<file path="src/rtl/packet_eject_local_pkg.sv">
// Shared definitions for the local eject sink:
// packet field offsets and the drain FSM state encoding.
package packet_eject_local_pkg;

  localparam int VALID_BIT = 48;
  localparam int TS_MSB    = 47;
  localparam int TS_LSB    = 32;
  localparam int SRC_MSB   = 31;
  localparam int SRC_LSB   = 16;
  localparam int DST_MSB   = 15;
  localparam int DST_LSB   = 0;

  typedef enum logic [1:0] {
    ST_IDLE = 2'd0,
    ST_WAIT = 2'd1,
    ST_POP  = 2'd2
  } drain_state_e;

endpackage

</file>
<file path="src/rtl/packet_eject_local_fifo.sv">
// Circular eject FIFO: storage, wrapping pointers, occupancy count.
// Ports: push/pop strobes, wdata/rdata, count_next (post-update occupancy), full, empty.
module eject_fifo #(
  parameter int WIDTH = 49,
  parameter int DEPTH = 4,
  localparam int AW = $clog2(DEPTH),
  localparam int CW = AW + 1
) (
  input  logic             clk,
  input  logic             rst,
  input  logic             push,
  input  logic             pop,
  input  logic [WIDTH-1:0] wdata,
  output logic [WIDTH-1:0] rdata,
  output logic [CW-1:0]    count_next,
  output logic             full,
  output logic             empty
);

  logic [WIDTH-1:0] mem_q [DEPTH];
  logic [AW-1:0]    wr_ptr_q, wr_ptr_d;
  logic [AW-1:0]    rd_ptr_q, rd_ptr_d;
  logic [CW-1:0]    count_q, count_d;

  // Pointers wrap for free because DEPTH is a power of two.
  always_comb begin
    wr_ptr_d = wr_ptr_q + AW'(push);
    rd_ptr_d = rd_ptr_q + AW'(pop);
    count_d  = count_q + CW'(push) - CW'(pop);
  end

  always_ff @(posedge clk) begin
    if (rst) begin
      wr_ptr_q <= '0;
      rd_ptr_q <= '0;
      count_q  <= '0;
    end else begin
      wr_ptr_q <= wr_ptr_d;
      rd_ptr_q <= rd_ptr_d;
      count_q  <= count_d;
    end
  end

  // Contents are not reset; the pointers make stale data unreachable.
  always_ff @(posedge clk) begin
    if (push && !rst) begin
      mem_q[wr_ptr_q] <= wdata;
    end
  end

  assign rdata      = mem_q[rd_ptr_q];
  assign count_next = count_d;
  assign full       = (count_q == CW'(DEPTH));
  assign empty      = (count_q == '0);

endmodule

</file>
<file path="src/rtl/packet_eject_local.sv">
// Local packet sink: buffers ejected packets, drains them at a bounded
// rate, and accumulates latency/error statistics. Ports: clk, rst,
// clk_counter, eject_in -> backpressure_wr, totals, max_latency, error/drop counts, done.
module packet_eject_local
  import packet_eject_local_pkg::*;
#(
  parameter int PACKET_SIZE      = 49,
  parameter int ROUTER_ID        = 0,
  parameter int BUFFER_SIZE      = 4,
  parameter int BUFFER_THRESHOLD = 1,
  parameter int DRAIN_CYCLE      = 2,
  parameter int EXPECTED_PACKETS = 20
) (
  input  logic                   clk,
  input  logic                   rst,
  input  logic [15:0]            clk_counter,
  input  logic [PACKET_SIZE-1:0] eject_in,
  output logic                   backpressure_wr,
  output logic [63:0]            total_packet_recieve,
  output logic [63:0]            total_latency,
  output logic [15:0]            max_latency,
  output logic [15:0]            dest_error_cnt,
  output logic [15:0]            drop_cnt,
  output logic                   done
);

  localparam int CW = $clog2(BUFFER_SIZE) + 1;
  localparam int GW = (DRAIN_CYCLE > 1) ? $clog2(DRAIN_CYCLE) : 1;

  drain_state_e state_q, state_d;
  logic [GW-1:0] gap_q, gap_d;

  logic [63:0] rx_q, rx_d;
  logic [63:0] lat_q, lat_d;
  logic [15:0] max_q, max_d;
  logic [15:0] derr_q, derr_d;
  logic [15:0] drop_q, drop_d;
  logic        bp_q, bp_d;
  logic        done_q, done_d;

  logic                   valid_in;
  logic                   push;
  logic                   pop;
  logic [PACKET_SIZE-1:0] rdata;
  logic [CW-1:0]          count_nx;
  logic                   full;
  logic                   empty;
  logic [15:0]            lat;
  logic [15:0]            dst;
  logic                   unused_src;

  assign valid_in = eject_in[VALID_BIT];
  // A full FIFO still takes an arrival when a slot frees this cycle.
  assign push     = valid_in && (!full || pop);

  eject_fifo #(
    .WIDTH (PACKET_SIZE),
    .DEPTH (BUFFER_SIZE)
  ) u_fifo (
    .clk        (clk),
    .rst        (rst),
    .push       (push),
    .pop        (pop),
    .wdata      (eject_in),
    .rdata      (rdata),
    .count_next (count_nx),
    .full       (full),
    .empty      (empty)
  );

  always_ff @(posedge clk) begin
    if (rst) begin
      state_q <= ST_IDLE;
      gap_q   <= '0;
    end else begin
      state_q <= state_d;
      gap_q   <= gap_d;
    end
  end

  // Transitions look at the post-update count so a packet pushed now
  // is popped next cycle, never in the same one.
  always_comb begin
    state_d = state_q;
    gap_d   = gap_q;
    unique case (state_q)
      ST_IDLE: begin
        if (count_nx != '0 && gap_q == '0) state_d = ST_POP;
      end
      ST_POP: begin
        if (DRAIN_CYCLE > 1) begin
          state_d = ST_WAIT;
          gap_d   = GW'(DRAIN_CYCLE - 1);
        end else if (count_nx == '0) begin
          state_d = ST_IDLE;
        end
      end
      ST_WAIT: begin
        gap_d = gap_q - GW'(1);
        if (gap_q <= GW'(1)) begin
          state_d = (count_nx != '0) ? ST_POP : ST_IDLE;
        end
      end
      default: begin
        state_d = ST_IDLE;
        gap_d   = '0;
      end
    endcase
  end

  always_comb begin
    pop = (state_q == ST_POP) && !empty;
  end

  assign lat        = clk_counter - rdata[TS_MSB:TS_LSB];
  assign dst        = rdata[DST_MSB:DST_LSB];
  assign unused_src = ^rdata[SRC_MSB:SRC_LSB];

  always_comb begin
    rx_d   = rx_q;
    lat_d  = lat_q;
    max_d  = max_q;
    derr_d = derr_q;
    drop_d = drop_q;
    if (pop) begin
      rx_d  = rx_q + 64'd1;
      lat_d = lat_q + {48'd0, lat};
      if (lat > max_q) max_d = lat;
      if (dst != 16'(ROUTER_ID) && derr_q != 16'hFFFF) begin
        derr_d = derr_q + 16'd1;
      end
    end
    if (valid_in && !push && drop_q != 16'hFFFF) begin
      drop_d = drop_q + 16'd1;
    end
    bp_d   = (BUFFER_SIZE - int'(count_nx)) < BUFFER_THRESHOLD;
    done_d = done_q || (rx_q == 64'(EXPECTED_PACKETS));
  end

  always_ff @(posedge clk) begin
    if (rst) begin
      rx_q   <= '0;
      lat_q  <= '0;
      max_q  <= '0;
      derr_q <= '0;
      drop_q <= '0;
      bp_q   <= 1'b0;
      done_q <= 1'b0;
    end else begin
      rx_q   <= rx_d;
      lat_q  <= lat_d;
      max_q  <= max_d;
      derr_q <= derr_d;
      drop_q <= drop_d;
      bp_q   <= bp_d;
      done_q <= done_d;
    end
  end

  assign backpressure_wr      = bp_q;
  assign total_packet_recieve = rx_q;
  assign total_latency        = lat_q;
  assign max_latency          = max_q;
  assign dest_error_cnt       = derr_q;
  assign drop_cnt             = drop_q;
  assign done                 = done_q;

endmodule

</file>
<file path="config.mk">
export PLATFORM = sky130hd
export DESIGN_NAME = packet_eject_local
export DESIGN_NICKNAME = d
export VERILOG_FILES = /design/src/rtl/packet_eject_local_pkg.sv /design/src/rtl/packet_eject_local_fifo.sv /design/src/rtl/packet_eject_local.sv
export SDC_FILE = /design/constraint.sdc
export NUM_CORES = 1
export LEC_CHECK = 0
export CAP_MARGIN = 20
export CORE_MARGIN = 10
export CORE_UTILIZATION = 58
export DETAILED_ROUTE_END_ITERATION = 8
export GPL_TIMING_DRIVEN = 1
export PLACE_DENSITY_LB_ADDON = 0.3
export RECOVER_POWER = 25
export REMOVE_ABC_BUFFERS = 1
export SYNTH_ARGS = -nofsm -noshare
export SYNTH_HDL_FRONTEND = slang
export SYNTH_SLANG_ARGS = --single-unit
export TNS_END_PERCENT = 20
</file>
<file path="constraint.sdc">
create_clock -name clk -period 11.4 [get_ports clk]
set_clock_uncertainty 0.05 [all_clocks]
set_input_delay 2.28 -clock clk [delete_from_list [all_inputs] [get_ports clk]]
set_output_delay 2.28 -clock clk [all_outputs]
set_load 0.02 [all_outputs]
</file>
==> results.cfg <==
[synthesis]
yosysUniqueCellTypes = 76
async_flop_share_pct = 0
synth_edf_count = 128
avgSynthCellArea_sq_um = 10.3
ys_seq_area_share_pct = 51.4
syn_inst = 1443
synth-seq-cells = 316
synth_flop_cell = dfxtp_1
synth_warnings = 0
syn-cell-area_sq_um = 14800

[timing]
rsz0062_at_grt = no
hold_ws_ns = 0.428
max_freq_mhz = 139
tightestPinTransition_ns = 4.34
setup_viol = 0
finalSetupTns_ns = 0
fin_crit_sh_pct = 63.1
slew_headroom_pct = -189
slew_violations = 126
hold_viol_final = 0
fin_crit_ns = 7.19

[final_layout]
fillers = 1821
synthToLayoutAreaGrowth_pct = 24.7
layout_common_cells = 195 x clkdlybuf4s50_1, 188 x dfxtp_1, 173 x nor2_1
instances_no_fill = 2026
final_common_cell = clkdlybuf4s50_1
nNetsFinal = 1801
drive_gt1_share_pct = 5.68
final_util_pct = 73.5

[clock_tree]
cts_max_level = 2
cts_hold_buffers = 0
post-cts-setup-buffer-count = 0
tritoncts = yes
cts-root-buf = clkbuf_16
clk_latency_ns = 0.52
clock_sinks = 316
cts.path.max_buffers = 3
path_clk_slew_ns = 0.06
cts_buffers = 34
cts.repair.resized = 0

[floorplan]
die_area_sq_um = 32300
die_x_microns = 180
rows = 58
ios = 245
die_y_microns = 180
start_util_pct = 58.9
core-area_sq_um = 25100

[critical_path]
cp.arrival_ns = 7.52
cp-start-kind = input port
required_ns = 11.73
cp_max_fo = 92
critPathKind = input port to flop
endpoint_kind = flop

[placed_design]
dp_cells = 1965
dp_hpwl_microns = 26200
gp_congestion = 0.879
io_buffers = 228

[flow_run]
cap_violations = 2

[pwr]
vdd_ir_drop_max_mv = 0.157
power_mw = 3.59
leakagePower_nw = 6.45
power-per-cell-area_nw_per_um2 = 194

[global_routing]
use_met3_pct = 6.00
grtUsageMet2_pct = 38.3
grt_start_max_net_pins = 103
grt.busiest_layer = met2
antenna_found_initial = 7
grtUsageMet1_pct = 24.5
grt_pass1_wl_microns = 58900
overflow = 0
grt_pass1_vias = 11507
grt_use_total_pct = 21.5

[routing]
wl_per_cell_microns = 18.1
drcViolationCount = 0
via_per_inst = 5.78
ant_nets = 0
via_count = 11702
routed_wl_microns = 36600
first_iter_violations = 700
dr.pass1.iters = 6

[run_status]
status = complete, but fails checks
violations = max-capacitance violations, max-slew violations

[worst_hold_path]
hold_path.class = flop to flop
## worst paths after layout
path | start | endpoint | slack, ns | cells past startpoint
max reg2reg | u_fifo.rd_ptr_q[0] | total_latency[55] | 5.19 | 20
max | rst | total_latency[16] | 4.21 | 5
min reg2reg | done | done | 0.43 | 2
min | done | done | 0.43 | 2
## synthesized netlist by cell type (all sizes together) (5+ instances only)
cell type | count | area [sq um]
edfxtp | 128 | 3840
mux2i | 15 | 150
and3 | 33 | 206
and2 | 6 | 37.5
xnor2 | 72 | 631
nand4 | 36 | 231
or2 | 6 | 37.5
inv | 71 | 267
nor2 | 176 | 666
mux4 | 16 | 360
nor3 | 32 | 165
nor2b | 11 | 68.8
nand2 | 96 | 360
or4 | 8 | 60.1
o31ai | 14 | 124
xor2 | 51 | 447
ha | 60 | 751
nand3 | 57 | 285
o211ai | 6 | 50.1
buf | 8 | 40.0
nor4 | 40 | 256
nand2b | 5 | 31.3
nor4b | 10 | 87.6
a211oi | 7 | 65.1
dfxtp | 188 | 3760
or3 | 34 | 213
a21oi | 85 | 425
clkbuf | 38 | 143
and4 | 12 | 105
a21o | 12 | 90.1
o21ai | 52 | 264
o21a | 9 | 67.6
## power breakdown
group / switching [mW] / internal (mW) / leakage, nW
Sequential: 0.0701 / 1.26 / 2.68
Combinational: 0.690 / 0.520 / 3.26
Clock: 0.431 / 0.621 / 0.517
Total: 1.19 / 2.40 / 6.45
## per-layer routing
metal,routed length (microns),up-vias
li1,-,5675
met1,14800,5642
met2,18600,322
met3,2430,61
met4,799,2
met5,13,-
## critical path, stage by stage
cell	delay, ns
clkbuf_1	2.97
inv_1	1.49
nand3_1	0.39
nor3_1	0.08
a311o_1	0.28
## flip-flops by register name, indices dropped and copies added (netlist names), 3 cells and up
signal	count
u_fifo.mem_q	128
u_fifo.count_q	3
total_latency	64
total_packet_recieve	64
dest_error_cnt	16
max_latency	16
drop_cnt	16
## metrics by stage
step | setup slack, ns | area (sq um)
2_1_floorplan | 4.98 | 14600
3_3_place_gp | 4.19 | 17400
3_5_place_dp | 4.10 | 17400
4_1_cts | 4.62 | 18500
5_1_grt | 3.75 | 18500
6_report | 4.21 | 18500
## kinds of logic after synthesis
group | synth area share, %
muxes | 3.53
buffers and inverters | 3.04
AOI/OAI and AO/OA | 9.79
xor gates and xnor gates | 7.28
and+or+nand+nor | 19.5
DFF | 51.4
adders and majority gates | 5.48
## layout make-up
class	count	area [sq um]	share of cell area, %
Sequential cell	316	7610	41.2
Multi-Input combinational cell	1010	6760	36.6
Timing Repair Buffer	238	2350	12.7
Clock buffer	39	880	4.77
Tap cell	330	413	2.24
Inverter	71	267	1.44
Clock inverter	16	171	0.929
Antenna cell	6	15.0	0.0813
Power figures use the tool's default switching activity.
